## config.mk

```make
export PLATFORM = sky130hd
export DESIGN_NAME = core_scheduler
export DESIGN_NICKNAME = d
export VERILOG_FILES = /design/src/rtl/core_scheduler.sv
export SDC_FILE = /design/constraint.sdc
export NUM_CORES = 1
export LEC_CHECK = 0
export ABC_AREA = 1
export CORE_MARGIN = 3
export CORE_UTILIZATION = 45
export DETAILED_ROUTE_END_ITERATION = 12
export PLACE_DENSITY_LB_ADDON = 0.05
export SYNTH_ARGS = -nofsm -noshare
export SYNTH_HDL_FRONTEND = slang
export SYNTH_SLANG_ARGS = --single-unit
```

## constraint.sdc

```tcl
create_clock -name clk -period 2.16 [get_ports clk]
set_input_delay 0.648 -clock clk [delete_from_list [all_inputs] [get_ports clk]]
set_output_delay 0.648 -clock clk [all_outputs]
set_load 0.01 [all_outputs]
```

## src/rtl/core_scheduler.sv

```systemverilog
`default_nettype none
// ============================================================================
// Module      : core_scheduler
// Description : Per-core block sequencer; fetch/decode/request/wait/execute/
//               update loop with PC, fetch handshake and thread enable mask.
// Revision    : 1.0 - initial release
// ============================================================================
module core_scheduler #(
   parameter int THREADS_PER_BLOCK     = 4,
   parameter int PROGRAM_MEM_ADDR_BITS = 8,
   parameter int PROGRAM_MEM_DATA_BITS = 16
) (
   input  logic                             clk,
   input  logic                             reset,
   input  logic                             start,
   input  logic [7:0]                       block_id,
   input  logic [7:0]                       thread_count,
   output logic                             done,
   output logic                             instr_mem_read_valid,
   output logic [PROGRAM_MEM_ADDR_BITS-1:0] instr_mem_read_address,
   input  logic                             instr_mem_read_ready,
   input  logic [PROGRAM_MEM_DATA_BITS-1:0] instr_mem_read_data,
   output logic [PROGRAM_MEM_DATA_BITS-1:0] instruction,
   output logic [PROGRAM_MEM_ADDR_BITS-1:0] current_pc,
   output logic [7:0]                       latched_block_id,
   output logic [THREADS_PER_BLOCK-1:0]     thread_enable,
   input  logic [THREADS_PER_BLOCK-1:0]     lsu_busy,
   output logic [2:0]                       core_state
);

   localparam logic [2:0] c_IDLE    = 3'd0;
   localparam logic [2:0] c_FETCH   = 3'd1;
   localparam logic [2:0] c_DECODE  = 3'd2;
   localparam logic [2:0] c_REQUEST = 3'd3;
   localparam logic [2:0] c_WAIT    = 3'd4;
   localparam logic [2:0] c_EXECUTE = 3'd5;
   localparam logic [2:0] c_UPDATE  = 3'd6;
   localparam logic [2:0] c_DONE    = 3'd7;

   localparam logic [3:0] c_OP_JMP = 4'h9;
   localparam logic [3:0] c_OP_RET = 4'hF;

   logic [2:0]                       r_state;
   logic [2:0]                       w_next_state;
   logic                             r_done;
   logic                             r_valid;
   logic                             w_done_next;
   logic                             w_valid_next;
   logic [PROGRAM_MEM_ADDR_BITS-1:0] r_pc;
   logic [PROGRAM_MEM_ADDR_BITS-1:0] w_pc_next;
   logic [PROGRAM_MEM_DATA_BITS-1:0] r_instruction;
   logic [7:0]                       r_block_id;
   logic [THREADS_PER_BLOCK-1:0]     r_thread_enable;
   logic [THREADS_PER_BLOCK-1:0]     w_enable_mask;
   logic [3:0]                       w_opcode;
   logic                             w_start_block;
   logic                             w_fetch_accept;
   logic                             w_lsu_wait;

   assign w_opcode       = r_instruction[PROGRAM_MEM_DATA_BITS-1 -: 4];
   assign w_start_block  = (r_state == c_IDLE) && start && !r_done;
   assign w_fetch_accept = (r_state == c_FETCH) && instr_mem_read_ready;
   // Busy flags of threads outside the block must never stall the core.
   assign w_lsu_wait     = |(lsu_busy & r_thread_enable);

   // Thread i is enabled iff i < min(thread_count, THREADS_PER_BLOCK).
   generate
      for (genvar i = 0; i < THREADS_PER_BLOCK; i++) begin : g_enable
         assign w_enable_mask[i] = ({24'd0, thread_count} > 32'(i));
      end
   endgenerate

   // State register, including the registered handshake outputs.
   always_ff @(posedge clk) begin
      if (reset) begin
         r_state <= c_IDLE;
         r_done  <= 1'b0;
         r_valid <= 1'b0;
      end else begin
         r_state <= w_next_state;
         r_done  <= w_done_next;
         r_valid <= w_valid_next;
      end
   end

   always_comb begin
      w_next_state = r_state;
      case (r_state)
         c_IDLE:    if (w_start_block)
                       w_next_state = (thread_count == 8'd0) ? c_DONE : c_FETCH;
         c_FETCH:   if (w_fetch_accept) w_next_state = c_DECODE;
         c_DECODE:  w_next_state = c_REQUEST;
         c_REQUEST: w_next_state = c_WAIT;
         c_WAIT:    if (!w_lsu_wait) w_next_state = c_EXECUTE;
         c_EXECUTE: w_next_state = c_UPDATE;
         c_UPDATE:  w_next_state = (w_opcode == c_OP_RET) ? c_DONE : c_FETCH;
         c_DONE:    if (!start) w_next_state = c_IDLE;
         default:   w_next_state = c_IDLE;
      endcase
   end

   always_comb begin
      w_valid_next = (w_next_state == c_FETCH);
      w_done_next  = (w_next_state == c_DONE);
      w_pc_next    = r_pc;
      if (w_start_block) begin
         w_pc_next = '0;
      end else if (r_state == c_UPDATE) begin
         if (w_opcode == c_OP_JMP)
            w_pc_next = r_instruction[PROGRAM_MEM_ADDR_BITS-1:0];
         else if (w_opcode != c_OP_RET)
            w_pc_next = r_pc + 1'b1;
      end
   end

   always_ff @(posedge clk) begin
      if (reset) begin
         r_pc            <= '0;
         r_instruction   <= '0;
         r_block_id      <= '0;
         r_thread_enable <= '0;
      end else begin
         r_pc <= w_pc_next;
         if (w_fetch_accept)
            r_instruction <= instr_mem_read_data;
         if (w_start_block) begin
            r_block_id      <= block_id;
            r_thread_enable <= w_enable_mask;
         end
      end
   end

   assign done                   = r_done;
   assign instr_mem_read_valid   = r_valid;
   assign instr_mem_read_address = r_pc;
   assign instruction            = r_instruction;
   assign current_pc             = r_pc;
   assign latched_block_id       = r_block_id;
   assign thread_enable          = r_thread_enable;
   assign core_state             = r_state;

endmodule
`default_nettype wire

```

### After elaboration in Yosys (flattened, before gate mapping)

Cells that the tools add are included.

| storage, ports and cells | value |
|---|---|
| word-level logic and storage cells | 44 |
| output and inout port bits | 49 |
| bits of input ports | 40 |
| register bits after elaboration | 41 |

| operators by class | value |
|---|---|
| add/subtract/negate cells | 1 |
| multiplexer cells | 9 |
| bitwise gates (word level) | 1 |
| magnitude comparators | 4 |
| reduce and logical (&&, ||, !) cells | 10 |
| equality and inequality tests | 12 |

Operators by type and width:

| cell | count |
|---|---|
| $pmux 3 s8 | 1 |
| $mux 3 | 6 |
| $gt 8x1->1 const B | 2 |
| $gt 8x2->1 const B | 2 |
| $mux 8 | 2 |
| $eq 3x3->1 const B | 5 |
| $add 8x1->8 const B | 1 |
| $eq 4x4->1 const B | 2 |
| $logic_not 8->1 | 1 |
| $eq 3x1->1 const B | 2 |
| $eq 3x2->1 const B | 2 |
| $and 4x4->4 | 1 |
| $ne 4x4->1 const B | 1 |
| $reduce_or 4->1 | 1 |
| $logic_and 1x1->1 | 3 |
| $logic_not 3->1 | 1 |
| $reduce_and 2->1 | 1 |
| $reduce_bool 2->1 | 1 |
| $reduce_or 2->1 | 1 |
| $logic_not 1->1 | 1 |

### Longest topological paths before layout

| depth | value |
|---|---|
| depth after elaboration | 6 |
| gate-level depth with buffers | 9 |

### Worst setup path after synthesis

No wires, ideal clock.

| timing | value |
|---|---|
| path type | input-to-reg |
| from | input reset |
| to | register r_instruction[10], in the netlist instruction[10] |
| data arrival time | 1339 ps |
| stages | 5 |
| buffers on the path | 2 |
| required time | 2096 ps |
| slack | 757 ps |
| cells stage by stage | buf_2 inv_2 clkbuf_1 o21ai_1 nor2_1 |

RTL lines:

| what | line | text |
|---|---|---|
| from (decl) | 14 | `input logic reset,` |
| to (signal assigned) | 125 | `r_instruction <= instr_mem_read_data;` |
| to (decl) | 51 | `logic [PROGRAM_MEM_DATA_BITS-1:0] r_instruction;` |

### Worst setup path in the final report

| timing | value |
|---|---|
| from | register r_state[1], in the netlist core_state[1] |
| to | output core_state[1] |

RTL lines:

| what | line | text |
|---|---|---|
| from (decl) | 43 | `logic [2:0] r_state;` |
| from (signal assigned) | 76 | `r_state <= c_IDLE;` |
| from (signal assigned) | 80 | `r_state <= w_next_state;` |
| to (decl) | 28 | `output logic [2:0] core_state` |

No word-level cell between the ends.

==> reports/results.ini <==
[sta]
fin_crit_sh = 0.924
rsz0062_at_grt = false
setup_ws_ps = 163
clock.fmax_ghz = 0.501
drv_slew = 0
setup_tns_ps = 0
finalClockSkew_ps = 6.97
tightest_slew_ps = 344
setup_violations = 0
worst_hold_slack_ps = 454
period_needed_ps = 2000
relSlewSlack = 0.770
hold_violations = 0

[clock_tree]
htree_num_levels = 2
cts.path.max_buffers = 2
numCtsBuffers = 5
cts_hold_buffers = 0
root_buffer = clkbuf_8
ctsResizeCount = 0
cts_sinks = 41
cts_tree = done
post_cts_buffers = 0
clk_pin_slew_ps = 80
insertion_delay_ps = 290

[pwr]
p_leak_nw = 1.29
power_density_mw_per_mm2 = 641
power_mw = 1.93
vdd_drop_max_mv = 0.362

[finish]
fin_area_mm2 = 0.00301
num_antenna_cells = 0
layout-drive-gt1-share = 0.0873
areaGrowthSynthToFinish_pct = 46.9
nNetsFinal = 418
num-fill-cells = 366
fin_util = 0.717
layout.cells.non_filler = 428

[logic_synthesis]
yosysMostFrequentCell = nand2_1
synth_warnings = 0
yosys-top-cells-count = 78 x nand2_1, 59 x nor2_1, 41 x dfxtp_1
synth-seq-cells = 41
ys_async_sr_fraction = 0
synth_top_area_frac = 0.400
synth.distinct_cells = 29
synth_edf_count = 0
syn-cell-area_mm2 = 0.00205
synthCells = 295
post-synth-top-area-cell = dfxtp_1
synthTopCellsByArea = dfxtp_1 40%, nand2_1 14%, nor2_1 11%
syn_area_per_cell_um2 = 6.95
yosysSeqAreaShare = 0.400
syn-num-nets = 336
ys.flop_type = dfxtp_1

[global_routing]
first_global_vias = 1942
grt_max_degree = 18
grt_usage = 0.191
grt.overflow.total = 0
grt_antenna_before_repair = 0
grt_first_pass_wirelength_um = 8170

[outcome]
outcome = finished clean

[floorplanning]
die_area_mm2 = 0.00540
boundaryPins = 89
initial_core_util = 0.488
die_height_um = 73.5
die_x_um = 73.5
num_rows = 23
fp.coreArea_mm2 = 0.00420

[placement]
place_hpwl_um = 3740
io_buffers = 88
placed_area_mm2 = 0.00290
place.gp.congestion = 0.840
place_ws_ps = 240
placedCellCount = 420

[route]
initialDrtViolationCount = 116
drt-total-wl_um = 4840
vias = 2026
drc_errors = 0
postRouteAntennaNets = 0
dr.pass1.iters = 4
routedWlPerCell_um = 11.3
viasPerCell = 4.73

[min_path]
hold_depth = 2
holdPathEnd = latched_block_id[1]
hp-class = reg -> reg
hp-start = latched_block_id[1]

[setup_path]
r2r-end = current_pc[4]
worst-endpoint-required_ps = 1510
worstPathMaxFanout = 5
r2r_start = instruction[13]
ff2ff_path_depth = 5
timing_worst_setup_path_type = reg -> out
cpMaxStageDelayCell = clkdlybuf4s50_1
crit_path_max_incr_delay_ps = 590
path_cells = clkdlybuf4s50_1
crit_buf_inv = 1
critical_path.top_delay_family = buffers and inverters
endpoint_kind = output port
start_kind = register
critPathArrivalTime_ps = 1350
ff2ff_setup_slack_ps = 720

[job]
max-cap-violations = 0

==> power breakdown <==
part           switching [mW]  internal [mW]  total [mW]
Combinational           0.202          0.230       0.431
Sequential             0.0492          0.817       0.866
Clock                   0.257          0.377       0.633
Total                   0.508           1.42        1.93
==> flip-flops by register name (all words and copies together), names as in the netlist <==
| name | flops |
|---|---|
| thread_enable | 4 |
| instruction | 16 |
| core_state | 3 |
| instr_mem_read_valid | 1 |
| current_pc | 8 |
| done | 1 |
| latched_block_id | 8 |
==> metal layers <==
metal / wire length [um] / track usage / up-vias
met3: 275 / 0.0492 / 6
met2: 2440 / 0.340 / 58
met4: 59 / 0.0664 / 0
met1: 2070 / 0.221 / 881
li1: - / - / 1081
met5: 0 / 0 / -
==> cell type report <==
type / instances / area, um2 / area share
repair buffers: 90 / 896 / 0.297
flip-flops and latches: 41 / 821 / 0.272
well taps: 50 / 62.6 / 0.0208
clock buffers: 7 / 86.3 / 0.0287
multi-input cells: 212 / 1010 / 0.334
clock inverters: 1 / 30.0 / 0.00997
inverters: 27 / 111 / 0.0370
==> tightest hold or removal path: stages, from the launching register on <==
cell	delay, ps
dfxtp_1	310
nand2_1	60
nand2_1	40
==> cell usage in the layout (no fill, tap or decap), drive strengths merged <==
| cell | instances |
|---|---|
| clkdlybuf4s50 | 88 |
| nand2 | 83 |
| nor2 | 65 |
| dfxtp | 41 |
| o21ai | 29 |
| inv | 27 |
| nand3 | 16 |
| a21oi | 12 |
| clkbuf | 7 |
| nand4 | 3 |
| buf | 2 |
| or2 | 2 |
| nor3 | 1 |
| ha | 1 |
| bufinv | 1 |
==> worst max path at each step <==
| stage | start | end | depth (start not counted) |
|---|---|---|---|
| 2_1_floorplan | reset | instruction[10] | 5 |
| 3_3_place_gp | start | thread_enable[1] | 7 |
| 4_1_cts | core_state[0] | core_state[0] | 1 |
| 6_report | core_state[1] | core_state[1] | 1 |
| 3_5_place_dp | start | thread_enable[1] | 7 |
| 5_1_grt | current_pc[3] | current_pc[3] | 1 |
==> cells by family (layout without fill, tap and decap cells) <==
| family | after synthesis | after routing | share of synthesized area |
|---|---|---|---|
| AO/OA/AOI/OAI | 41 | 41 | 0.107 |
| AND/OR/NAND/NOR | 170 | 170 | 0.377 |
| buffers and inverters | 42 | 125 | 0.109 |
| flip-flops | 41 | 41 | 0.400 |
| adder cells (fa/ha/maj) | 1 | 1 | 0.00610 |
(Power assumes the default switching activity.)
